===== config.mk =====
export PLATFORM = sky130hd
export DESIGN_NAME = button_event_gen
export DESIGN_NICKNAME = d
export VERILOG_FILES = /design/src/rtl/button_event_pkg.sv /design/src/rtl/button_event_gen_cycle_timer.sv /design/src/rtl/button_event_gen.sv
export SDC_FILE = /design/constraint.sdc
export NUM_CORES = 1
export LEC_CHECK = 0
export BUFFER_PORTS_ARGS = -buffer_cell sky130_fd_sc_hd__buf_2
export CAP_MARGIN = 20
export CORE_AREA = 10 10 97 82
export DETAILED_ROUTE_END_ITERATION = 6
export DIE_AREA = 0 0 107 92
export PLACE_DENSITY_LB_ADDON = 0.3
export SLEW_MARGIN = 30
export SYNTH_ARGS = -nofsm -noshare
export SYNTH_HDL_FRONTEND = slang
export SYNTH_SLANG_ARGS = --single-unit
export TNS_END_PERCENT = 20

===== constraint.sdc =====
create_clock -name clk -period 5.5 [get_ports clk]
set_input_delay 0.825 -clock clk [delete_from_list [all_inputs] [get_ports clk]]
set_output_delay 0.825 -clock clk [all_outputs]
set_load 0.02 [all_outputs]

===== src/rtl/button_event_pkg.sv =====
// Shared encodings for the button event generator: FSM states, pulse vector layout, counter width.
package button_event_pkg;

    localparam logic [1:0] ST_WAIT_REL = 2'd0;
    localparam logic [1:0] ST_IDLE     = 2'd1;
    localparam logic [1:0] ST_PRESSED  = 2'd2;
    localparam logic [1:0] ST_HELD     = 2'd3;

    typedef enum logic [1:0] {
        WAIT_REL = ST_WAIT_REL,
        IDLE     = ST_IDLE,
        PRESSED  = ST_PRESSED,
        HELD     = ST_HELD
    } state_e;

    localparam int unsigned PULSE_PRESS   = 0;
    localparam int unsigned PULSE_RELEASE = 1;
    localparam int unsigned PULSE_SHORT   = 2;
    localparam int unsigned PULSE_LONG    = 3;
    localparam int unsigned PULSE_REPEAT  = 4;
    localparam int unsigned PULSE_W       = 5;

    localparam int unsigned PRESS_CNT_W = 8;

endpackage


===== src/rtl/button_event_gen_cycle_timer.sv =====
// Shared sample counter: clear has priority over enable, hit_c flags the sample that reaches term.
module cycle_timer #(
    parameter int unsigned CNT_W = 32
) (
    input  logic             clk,
    input  logic             rst_n,
    input  logic             clr,
    input  logic             en,
    input  logic             sat,
    input  logic [CNT_W-1:0] term,
    output logic             hit_c
);

    logic [CNT_W-1:0] count_q;
    logic [CNT_W-1:0] count_d;
    logic [CNT_W-1:0] count_inc;

    assign count_inc = count_q + CNT_W'(1);
    assign hit_c     = en && (count_inc == term);

    // Saturation only matters when nobody clears the timer at its terminal count.
    always_comb begin
        count_d = count_q;
        if (clr) begin
            count_d = '0;
        end else if (en && !(sat && (count_q == term))) begin
            count_d = count_inc;
        end
    end

    always_ff @(posedge clk or negedge rst_n) begin
        if (!rst_n) begin
            count_q <= '0;
        end else begin
            count_q <= count_d;
        end
    end

endmodule


===== src/rtl/button_event_gen.sv =====
// Turns the debounced button level into press/release/short/long/repeat pulses and a press counter.
module button_event_gen
    import button_event_pkg::*;
#(
    parameter int unsigned HOLD_CYCLES   = 50_000_000,
    parameter int unsigned REPEAT_CYCLES = 10_000_000,
    parameter bit          REPEAT_EN     = 1'b1,
    parameter int unsigned CNT_W         = 32
) (
    input  logic       clk,
    input  logic       rst_n,
    input  logic       clean,
    output logic       press_pulse,
    output logic       release_pulse,
    output logic       short_pulse,
    output logic       long_pulse,
    output logic       repeat_pulse,
    output logic       held,
    output logic [7:0] press_count
);

    localparam logic [CNT_W-1:0] HOLD_TERM   = CNT_W'(HOLD_CYCLES);
    localparam logic [CNT_W-1:0] REPEAT_TERM = CNT_W'(REPEAT_CYCLES);

    state_e                 state_q, state_d;
    logic [PULSE_W-1:0]     pulse_q, pulse_d;
    logic                   held_q, held_d;
    logic [PRESS_CNT_W-1:0] press_count_q, press_count_d;

    logic             tmr_clr;
    logic             tmr_en;
    logic [CNT_W-1:0] tmr_term;
    logic             tmr_hit_c;

    cycle_timer #(
        .CNT_W (CNT_W)
    ) u_timer (
        .clk   (clk),
        .rst_n (rst_n),
        .clr   (tmr_clr),
        .en    (tmr_en),
        .sat   (!REPEAT_EN),
        .term  (tmr_term),
        .hit_c (tmr_hit_c)
    );

    // The timer counts high samples of the current press; it is zero whenever the FSM sits in IDLE.
    always_comb begin
        state_d       = state_q;
        pulse_d       = '0;
        held_d        = held_q;
        press_count_d = press_count_q;
        tmr_clr       = 1'b0;
        tmr_en        = 1'b0;
        tmr_term      = HOLD_TERM;

        case (state_q)
            WAIT_REL: begin
                tmr_clr = 1'b1;
                if (!clean) begin
                    state_d = IDLE;
                end
            end
            IDLE: begin
                if (clean) begin
                    tmr_en                 = 1'b1;
                    state_d                = PRESSED;
                    pulse_d[PULSE_PRESS]   = 1'b1;
                    press_count_d          = press_count_q + PRESS_CNT_W'(1);
                end else begin
                    tmr_clr = 1'b1;
                end
            end
            PRESSED: begin
                if (clean) begin
                    tmr_en = 1'b1;
                    if (tmr_hit_c) begin
                        tmr_clr             = 1'b1;
                        state_d             = HELD;
                        pulse_d[PULSE_LONG] = 1'b1;
                        held_d              = 1'b1;
                    end
                end else begin
                    tmr_clr                = 1'b1;
                    state_d                = IDLE;
                    pulse_d[PULSE_RELEASE] = 1'b1;
                    pulse_d[PULSE_SHORT]   = 1'b1;
                end
            end
            HELD: begin
                tmr_term = REPEAT_TERM;
                if (clean) begin
                    tmr_en = 1'b1;
                    if (tmr_hit_c && REPEAT_EN) begin
                        tmr_clr               = 1'b1;
                        pulse_d[PULSE_REPEAT] = 1'b1;
                    end
                end else begin
                    tmr_clr                = 1'b1;
                    state_d                = IDLE;
                    pulse_d[PULSE_RELEASE] = 1'b1;
                    held_d                 = 1'b0;
                end
            end
            default: begin
                state_d = WAIT_REL;
            end
        endcase
    end

    always_ff @(posedge clk or negedge rst_n) begin
        if (!rst_n) begin
            state_q       <= WAIT_REL;
            pulse_q       <= '0;
            held_q        <= 1'b0;
            press_count_q <= '0;
        end else begin
            state_q       <= state_d;
            pulse_q       <= pulse_d;
            held_q        <= held_d;
            press_count_q <= press_count_d;
        end
    end

    assign press_pulse   = pulse_q[PULSE_PRESS];
    assign release_pulse = pulse_q[PULSE_RELEASE];
    assign short_pulse   = pulse_q[PULSE_SHORT];
    assign long_pulse    = pulse_q[PULSE_LONG];
    assign repeat_pulse  = pulse_q[PULSE_REPEAT];
    assign held          = held_q;
    assign press_count   = press_count_q;

endmodule


==> run_results.csv, run 1 <==
group,metric,value,unit
synth,synth_fa_ha_area_share,2.98,%
clock_tree,cts_sinks,48,
synth,yosysSeqAreaShare,40.9,%
global_routing,grt_overflow,0,
synth,synth_most_common_cell,"nor2_1",
clock_tree,cts_resized,0,
critical_path,reg2regPathDepth,10,
run_status,outcome,"complete, no violations",
detailed_routing,num_vias,2361,
synth,synthSimpleGateAreaFrac,28.9,%
synth,netlist.top_cell.by_area,"dfrtp_1",
synth,ys_seq_elements,48,
job,drv_cap,0,
global_routing,grt_pass1_vias,2261,
critical_path,cp_max_fo,32,
synth,synth_top_area_share,40.9,%
cells_and_area,num-fill-cells,593,
cells_and_area,area_growth,6.77,%
timing,rsz0062_at_grt,"false",
power,p_comb_share,27.1,%
timing,max_freq,0.285,GHz
global_routing,grt_antenna_before_repair,0,
global_routing,grt_pass1_wl,10.9,mm
critical_path,r2r_end,"u_timer.count_q[12]",
global_routing,grt_max_degree,49,
synth,syn_nets,339,
floorplanning,die_w,107,um
power,seqPwrFrac,46.0,%
clock_tree,cts_tree,"yes",
cells_and_area,fin_util,51.3,%
synth,synth_top_family_by_area,"simple AND/OR/NAND/NOR gates",
timing,finalSetupViolCount,0,
synth,synth_compound_area_share,6.48,%
place,pre_cts_slack,1.89,ns
power,netSwitchingPower,0.321,mW
synth,synth_ff_type,"dfrtp_1",
critical_path,r2r_slack,1.99,ns
clock_tree,insertion_delay,0.30,ns
synth,ys_top_cells_by_area,"dfrtp_1 (41%), xnor2_1 (9.2%), nor2_1 (7.4%)",
critical_path,worstPathRequired,5.66,ns
synth,synthesis.area,2940,um2
critical_path,end_kind,"flop",
synth,synth_commonest_cells,"nor2_1 (58), dfrtp_1 (48), xnor2_1 (31)",
synth,synth.area.mux_share,0.724,%
timing,final_hold_viol_count,0,
detailed_routing,antenna_left,0,
floorplanning,die_h,92,um
place,port_buffers,16,
detailed_routing,vias_per_cell,5.59,
critical_path,criticalPathCategory,"reg -> reg",
detailed_routing,wl_per_cell,14.7,um
floorplanning,boundaryPins,17,
min_path,hold_depth,1,
clock_tree,post_cts_buffers,0,
clock_tree,cts_hold_buffers,0,
power,p_leak,1.31,nW
timing,slew_headroom,48.5,%
place,gp_congestion,0.878,
clock_tree,htree_num_levels,2,
floorplanning,core,6120,um2
timing,tns,0,ns
timing,drv_slew,0,
power,p_int,0.615,mW
critical_path,rr_startpoint,"u_timer.count_q[1]",
clock_tree,cts_made_buffers,5,
min_path,hold_end,"press_count[7]",
power,powerDensity,298,nW/um2
detailed_routing,drt-total-wl,6.20,mm
timing,clock_skew,0.0116,ns
critical_path,start_kind,"flop",
timing,fin_crit,3.51,ns
timing,whs,0.472,ns
min_path,min_path_type,"reg -> reg",
critical_path,critPathArrivalTime,3.67,ns
synth,synth.avg_cell_area,8.93,um2
place,dp_hpwl,4.57,mm
cells_and_area,nNetsFinal,347,
global_routing,track_usage,13.0,%
synth,synth_xor_area_share,15.8,%
clock_tree,clk_pin_slew_worst_paths,0.09,ns
cells_and_area,drive_gt1_share,9.17,%
timing,finalCritPeriodShare,63.9,%
synth,synthArstFlopShare,100,%
synth,postSynthCellCount,329,
cells_and_area,n_antenna_cell,0,
min_path,holdCritStartpoint,"press_count[7]",
power,peakVddDrop,0.000231,V
timing,fin_ws,1.99,ns
detailed_routing,firstDrtPassIters,5,
synth,synth_warnings,0,
synth,synth_cell_types,47,
detailed_routing,drt_iter0_drc,254,
floorplanning,dieArea,9840,um2
power,switching_share,34.3,%
power,power.share.clock,26.9,%
detailed_routing,drcViolationCount,0,
clock_tree,clock_path_buffers,2,
synth,synth-edff-count,0,
floorplanning,start_util,48.0,%
timing,worst_slew_pin_slew,0.771,ns
clock_tree,root_buffer,"clkbuf_8",
floorplanning,rows,26,
cell usage in the layout, fill, tap and decap left out, types with 2 or more instances in the layout:
cell type and n:
a211oi_1 2, a21oi_1 5, a311oi_1 3, and2_1 5, and3_1 10, and4_1 4, buf_2 15, clkbuf_8 5
dfrtp_1 48, ha_1 7, inv_1 7, nand2_1 25, nand2b_1 2, nand3_1 21, nand4_1 7, nand4b_1 2
nor2_1 58, nor2b_1 4, nor3_1 16, nor3_2 2, nor4_1 7, o21ai_0 3, or3_1 3, xnor2_1 31
xor2_1 22
power by group through the flow:
stage	Combinational (mW)	Clock, mW	Sequential, mW
6_report	0.254	0.252	0.430
5_1_grt	0.293	0.269	0.439
4_1_cts	0.260	0.258	0.431
3_5_place_dp	0.258	0	0.438
3_3_place_gp	0.255	0	0.435
2_1_floorplan	0.175	0	0.462
metrics by stage:
step | power, mW | area, um2 | instances
finish | 0.936 | 3140 | 422
global route | 1.00 | 3140 | 422
CTS | 0.949 | 3140 | 422
detailed placement | 0.696 | 3030 | 414
global placement | 0.689 | 3030 | 414
floorplan | 0.637 | 2940 | 329
worst max path at each step:
stage / end / start / slack, ns
after floorplan: u_timer.count_q[7] / clean / 2.60
after global routing: u_timer.count_q[12] / u_timer.count_q[1] / 1.59
after detailed placement: u_timer.count_q[12] / clean / 1.89
after global placement: u_timer.count_q[1] / clean / 1.89
final: u_timer.count_q[12] / u_timer.count_q[1] / 1.99
after CTS: u_timer.count_q[12] / u_timer.count_q[0] / 1.97
sequential cells by signal, summed over array words and instances (netlist names):
register / cells
state_q: 2
pulse_q: 5
held: 1
u_timer.count_q: 32
press_count: 8
area by class of cell:
class | instances | area, um2 | area share, %
clock buffers | 6 | 72.6 | 2.31
flip-flops and latches | 48 | 1200 | 38.3
well taps | 84 | 105 | 3.35
repair buffers | 16 | 82.6 | 2.63
multi-input cells | 259 | 1610 | 51.4
clock inverters | 2 | 35.0 | 1.12
inverters | 7 | 26.3 | 0.838
critical path: stages, from the launching register on:
cell	delay, ns
dfrtp_1	0.45
ha_1	0.28
nand4_1	0.18
or2_0	0.46
nor4_1	0.37
xor2_1	0.11
nor4_1	0.27
o2111ai_1	0.24
o41ai_2	0.34
a21o_2	0.54
nor3_1	0.13
logic make-up (layout without fill, tap and decap cells):
logic type               Yosys count  after routing
AND/OR/NAND/NOR                  172            172
XOR/XNOR                          53             53
flip-flops                        48             48
AO/OA/AOI/OAI                     25             25
buffers and inverters             22             31
adder cells (fa/ha/maj)            7              7
multiplexers                       2              2
per-layer routing:
metal	vias to the layer above	routed length, um	global-route usage (%)
met5	-	0	0
met4	0	39	2.82
met3	7	384	2.73
met2	88	2670	19.2
met1	1123	3110	19.0
li1	1143	-	-
(Power assumes the default switching activity.)
==> inputs of run 2 (changes only) <==
Settings changed: ABC_AREA set to 1, CORE_AREA 10 10 97 82 to 10 10 100 85, DIE_AREA 0 0 107 92 to 0 0 110 95.
Clock period 5.5 ns to 3.2 ns, I/O delays scaled along.
==> run 2 against run 1 <==
Net effect: routed wire length increased by 26%; sequential power increased by 130%; sequential share of layout area decreased by 3.4 points; design area increased by 9.9%; synthesized cell count increased by 44%; critical path type unchanged; highest routed layer unchanged.
==> run_results.csv, run 2 <==
group,metric,value,unit
run_status,outcome,"complete, no violations",
timing,finalSetupViolCount,0,
global_routing,grt_pass1_vias,2756,
power,switching_share,44.8,%
floorplanning,core,6590,um2
power,peakVddDrop,0.000497,V
synth,postSynthCellCount,473,
clock_tree,htree_num_levels,2,
power,p_int,1.36,mW
global_routing,grt_overflow,0,
timing,fin_crit,2.60,ns
detailed_routing,drcViolationCount,0,
detailed_routing,drt-total-wl,7.80,mm
power,seqPwrFrac,40.5,%
synth,synth_cell_types,28,
synth,synthesis.area,3160,um2
critical_path,cp_max_fo,17,
cells_and_area,final_cells,578,
floorplanning,rows,27,
cells_and_area,n_antenna_cell,0,
cells_and_area,layout_commonest_cell,"nand2_1",
detailed_routing,antenna_left,0,
synth,synth_warnings,0,
cells_and_area,largest_register_ffs,32,
critical_path,worst_path_most_repeated_cell,"nand2_1",
timing,slew_headroom,47.6,%
synth,ys_top_cells_by_area,"dfrtp_1 (38%), nand2_1 (19%), nor2_1 (8.4%)",
critical_path,critPathArrivalTime,2.79,ns
critical_path,cp_slowest_cell,"dfrtp_1",
cells_and_area,nNetsFinal,500,
global_routing,grt_antenna_before_repair,0,
detailed_routing,num_vias,2948,
power,p_comb_share,40.4,%
critical_path,worst-path-buf-inv,1,
timing,drv_slew,0,
place,dp_hpwl,5.96,mm
cells_and_area,regMostFlops,"u_timer.count_q",
critical_path,criticalPathCategory,"reg -> reg",
critical_path,cpLargestDelayFamily,"simple AND/OR/NAND/NOR gates",
clock_tree,clk_pin_slew_worst_paths,0.10,ns
timing,final_hold_viol_count,0,
timing,clock_skew,0.0128,ns
floorplanning,start_util,48.0,%
synth,synth.avg_cell_area,6.69,um2
timing,max_freq,0.384,GHz
place,port_buffers,16,
synth,synthArstFlopShare,100,%
min_path,min_path_type,"in -> async",
place,placed_cells,570,
global_routing,grt_pass1_wl,13.2,mm
synth,synth_most_common_cell,"nand2_1",
cells_and_area,fin_area,3440,um2
clock_tree,cts_resized,0,
floorplanning,die_w,110,um
place,gp_congestion,0.929,
job,drv_cap,0,
detailed_routing,wl_per_cell,13.5,um
critical_path,end_kind,"flop",
power,p_total,2.47,mW
power,netSwitchingPower,1.11,mW
detailed_routing,firstDrtPassIters,5,
synth,synth_ff_type,"dfrtp_1",
power,powerDensity,716,nW/um2
clock_tree,clock_path_buffers,2,
clock_tree,cts_hold_buffers,0,
critical_path,cpPeakStageDelay,0.46,ns
floorplanning,dieArea,10500,um2
floorplanning,die_h,95,um
critical_path,start_kind,"flop",
clock_tree,cts_made_buffers,5,
cells_and_area,final_cell_mix,"nand2_1 (162), nor2_1 (71), inv_1 (55)",
global_routing,grt_max_degree,49,
synth,synth-edff-count,0,
synth,syn_nets,483,
synth,synth_top_area_share,38.0,%
cells_and_area,area_growth,8.90,%
global_routing,track_usage,15.8,%
clock_tree,root_buffer,"clkbuf_8",
clock_tree,post_cts_buffers,0,
cells_and_area,drive_gt1_share,10.4,%
synth,netlist.top_cell.by_area,"dfrtp_1",
clock_tree,cts_sinks,48,
critical_path,worstPathRequired,3.39,ns
detailed_routing,vias_per_cell,5.10,
clock_tree,cts_tree,"yes",
timing,rsz0062_at_grt,"false",
power,p_leak,1.54,nW
detailed_routing,drt_iter0_drc,263,
floorplanning,boundaryPins,17,
place,dpl-instance-area,3320,um2
timing,tns,0,ns
critical_path,r2r_slack,0.60,ns
clock_tree,insertion_delay,0.31,ns
synth,yosysSeqAreaShare,38.0,%
critical_path,cp_cell_sequence,"ha_1, inv_1, nor2_2, nand3_2, nor2_1, nand3_1, nand2_1, nand2_1, nor2_1, nand2_1, nor2_1, nand2_1, nand2_1, o21ai_2, nand2_4, nor2_1",
timing,worst_slew_pin_slew,0.784,ns
timing,finalCritPeriodShare,81.3,%
power,power.share.clock,19.1,%
synth,synth_commonest_cells,"nand2_1 (162), nor2_1 (71), inv_1 (55)",
synth,ys_seq_elements,48,
==> run 2: cell types whose count changed in the layout (fill, tap and decap cells not counted), sizes merged, moves of 7 or more <==
cell   before  now
o21ai       3   20
inv         7   55
nor3       18    3
nand3      22   34
xnor2      31    2
xor2       22    8
o22ai       1   12
and3       10    0
nor2       59   89
nor4        7    0
nand2      25  167
==> run 2: logic make-up after synthesis <==
family                     Yosys count  synth area share, %
AOI/OAI and AO/OA                   39                 7.00
xor gates and xnor gates            10                 2.77
adders and majority gates            7                 2.77
buffers and inverters               62                 7.75
DFF                                 48                 38.0
muxes                                1                0.316
and+or+nand+nor                    306                 41.4
==> run 2: worst reg2reg max path: stages (launching register included) <==
cell     delay, ns
dfrtp_1       0.46
ha_1          0.28
inv_1         0.11
nor2_2        0.20
nand3_2       0.17
nor2_1        0.18
nand3_1       0.10
nand2_1       0.10
nand2_1       0.07
nor2_1        0.10
nand2_1       0.09
nor2_1        0.09
nand2_1       0.11
nand2_1       0.09
o21ai_2       0.07
nand2_4       0.21
nor2_1        0.08
==> run 2: stage by stage <==
step | hold slack, ns | worst slack (ns) | utilization [%]
after CTS | 0.192 | 0.611 | 52.3
after detailed placement | 0.465 | 0.630 | 50.4
final | 0.162 | 0.597 | 52.3
after global routing | 0.218 | 0.265 | 52.3
after floorplan | 0.184 | 1.04 | -
after global placement | 0.470 | 0.729 | 50.4
==> run 2: path summary, 6_finish.rpt <==
| path | start | end | cells past startpoint |
|---|---|---|---|
| worst max-delay path | u_timer.count_q[0] | u_timer.count_q[7] | 16 |
| worst min-delay path | rst_n | u_timer.count_q[6] | 1 |
| worst max register to register | u_timer.count_q[0] | u_timer.count_q[7] | 16 |
| worst min register to register | press_count[7] | press_count[7] | 1 |
| max in group asynchronous | rst_n | press_count[7] | 1 |
| min in group clk | clean | pulse_q[1] | 2 |
==> run 2: layout make-up <==
class / instances / area, um2
clock inverters: 2 / 38.8
well taps: 87 / 109
flip-flops and latches: 48 / 1200
clock buffers: 6 / 82.6
multi-input cells: 363 / 1720
inverters: 55 / 206
repair buffers: 17 / 90.1
fillers: 660 / 3140
==> run 2: metal layers <==
layer | routed length, um | vias to the layer above | GRT usage (%)
met2 | 3260 | 95 | 23.0
li1 | - | 1518 | -
met5 | 0 | - | 0
met1 | 3740 | 1325 | 22.8
met4 | 102 | 0 | 3.90
met3 | 698 | 10 | 3.68
==> run 2: power groups by stage <==
stage | clock network [mW] | registers (mW) | logic, mW
6_report | 0.471 | 1.00 | 0.995
3_3_place_gp | 0 | 0.991 | 0.972
2_1_floorplan | 0 | 0.994 | 0.727
4_1_cts | 0.477 | 0.990 | 0.999
5_1_grt | 0.510 | 1.03 | 1.13
3_5_place_dp | 0 | 1.00 | 0.995
==> inputs of run 3 (changes only) <==
Clock period 3.2 ns to 2.69 ns, I/O delays scaled along.
==> run 3 against run 2 <==
Net effect: critical endpoint is now u_timer.count_q[14]; sequential power rose by 20%; clock-buffer cell count is 1 lower; highest routed layer unchanged; total power grew 25%; first-iteration DRC count down 22%; global-route usage down 0.21 points.
==> run_results.csv, run 3 (synthesized netlist as in run 2, its figures left out) <==
group,metric,value,unit
floorplanning,start_util,48.0,%
power,power.share.clock,20.9,%
min_path,min_path_type,"in -> async",
cells_and_area,final_cell_mix,"nand2_1 (162), nor2_1 (70), inv_1 (55)",
global_routing,grt_overflow,0,
place,dpl-instance-area,3340,um2
detailed_routing,num_vias,3019,
timing,drv_slew,0,
clock_tree,root_buffer,"clkbuf_8",
clock_tree,clk_pin_slew_worst_paths,0.09,ns
detailed_routing,antenna_left,0,
cells_and_area,final-seq-area,1200,um2
cells_and_area,multi_input_area,1730,um2
place,dp_hpwl,6.03,mm
cells_and_area,area_growth,10.4,%
timing,slew_headroom,58.9,%
critical_path,start_kind,"flop",
critical_path,critPathArrivalTime,2.60,ns
critical_path,end_kind,"flop",
critical_path,worstPathRequired,2.89,ns
power,netSwitchingPower,1.37,mW
detailed_routing,drt-total-wl,8.02,mm
cells_and_area,n_antenna_cell,0,
clock_tree,cts_sinks,48,
clock_tree,cts_tree,"yes",
place,placed_cells,572,
detailed_routing,wl_per_cell,13.8,um
detailed_routing,drt_iter0_drc,205,
detailed_routing,drcViolationCount,0,
clock_tree,cts_made_buffers,5,
cells_and_area,final_cells,581,
global_routing,track_usage,15.6,%
run_status,outcome,"complete, no violations",
job,drv_cap,0,
timing,final_hold_viol_count,0,
critical_path,criticalPathCategory,"reg -> reg",
timing,worst_slew_pin_slew,0.616,ns
global_routing,grt_antenna_before_repair,0,
timing,max_freq,0.417,GHz
power,p_int,1.71,mW
power,switching_share,44.4,%
clock_tree,htree_num_levels,2,
power,powerDensity,880,nW/um2
cells_and_area,fin_area,3490,um2
floorplanning,die_w,110,um
timing,tns,0,ns
floorplanning,boundaryPins,17,
floorplanning,die_h,95,um
power,peakVddDrop,0.000556,V
power,p_leak,1.56,nW
timing,fin_ws,0.292,ns
place,gp_congestion,0.935,
power,seqPwrFrac,39.0,%
timing,fin_crit,2.40,ns
floorplanning,rows,27,
cells_and_area,nNetsFinal,503,
cells_and_area,largest_register_ffs,32,
clock_tree,clock_path_buffers,2,
global_routing,grt_pass1_vias,2761,
place,pre_cts_slack,0.178,ns
floorplanning,core,6590,um2
cells_and_area,drive_gt1_share,11.5,%
cells_and_area,regMostFlops,"u_timer.count_q",
timing,clock_skew,0.0144,ns
timing,finalSetupViolCount,0,
floorplanning,dieArea,10500,um2
power,p_comb_share,40.1,%
cells_and_area,num-fill-cells,630,
critical_path,cp_max_fo,8,
timing,finalCritPeriodShare,89.2,%
cells_and_area,layout_commonest_cell,"nand2_1",
global_routing,grt_pass1_wl,13.1,mm
place,port_buffers,16,
global_routing,grt_max_degree,49,
detailed_routing,firstDrtPassIters,5,
clock_tree,insertion_delay,0.32,ns
detailed_routing,vias_per_cell,5.20,
run 3: cell types whose count changed in the layout (fill, tap and decap cells not counted), sizes merged:
cell	delta
buf	+2
bufinv	+1
clkbuf	-1
clkinv	-1
inv	+1
nand2	+1
run 3: cell type report:
cell class                 instances  area share [%]
inverter                          55            5.91
multi-input combinational        364            49.6
clock inverter                     3            1.97
sequential                        48            34.4
timing repair buffer              19            2.94
clock buffer                       5            1.97
tap                               87            3.12
run 3: path summary, 6_finish.rpt:
check / startpoint / end / slack [ns] / depth (start not counted)
max: u_timer.count_q[1] / u_timer.count_q[14] / 0.29 / 16
min: rst_n / u_timer.count_q[4] / 0.16 / 2
max reg2reg: u_timer.count_q[1] / u_timer.count_q[14] / 0.29 / 16
min reg2reg: press_count[7] / press_count[7] / 0.48 / 1
max in group asynchronous: rst_n / u_timer.count_q[0] / 2.05 / 2
min in group clk: clean / pulse_q[1] / 0.34 / 2
run 3: power groups by stage:
stage	Sequential [mW]	Combinational (mW)	Clock [mW]
after CTS	1.18	1.20	0.651
after global placement	1.18	1.17	0
after global routing	1.23	1.39	0.679
after detailed placement	1.19	1.19	0
after floorplan	1.18	0.864	0
final	1.20	1.23	0.643
run 3: critical path, stage by stage, from the launching register on:
cell and delay, ns:
dfrtp_1 0.43, ha_2 0.25, inv_1 0.09, nor2_2 0.17, nand3_2 0.16, nor2_1 0.17, nand3_1 0.10, nand2_1 0.11
nand2_1 0.06, nor2_1 0.10, nand2_1 0.09, nor2_1 0.09, nand2_1 0.10, nand2_1 0.08, o21ai_2 0.09, nand2_4 0.16
nor2_2 0.04
run 3: layer usage:
| layer | share of wire, % | up-vias | GRT usage [%] |
|---|---|---|---|
| li1 | - | 1524 | - |
| met1 | 49 | 1384 | 21.4 |
| met2 | 43 | 93 | 23.7 |
| met3 | 6.2 | 18 | 3.00 |
| met4 | 2.1 | 0 | 5.74 |
| met5 | 0 | - | 0 |
run 3: per-stage QoR:
| stage | utilization [%] | power [mW] | hold WS, ns |
|---|---|---|---|
| 5_1_grt | 53.0 | 3.29 | 0.223 |
| 3_5_place_dp | 50.6 | 2.39 | 0.469 |
| 4_1_cts | 52.7 | 3.03 | 0.207 |
| 6_report | 53.0 | 3.07 | 0.160 |
| 2_1_floorplan | - | 2.05 | 0.108 |
| 3_3_place_gp | 50.6 | 2.35 | 0.470 |
run 3: timing repair:
action / CTS / global route
hold buffers: 0 / 0
setup endpoints to repair: 0 / 20
buffers inserted: 0 / 0
gates resized for setup: 0 / 4
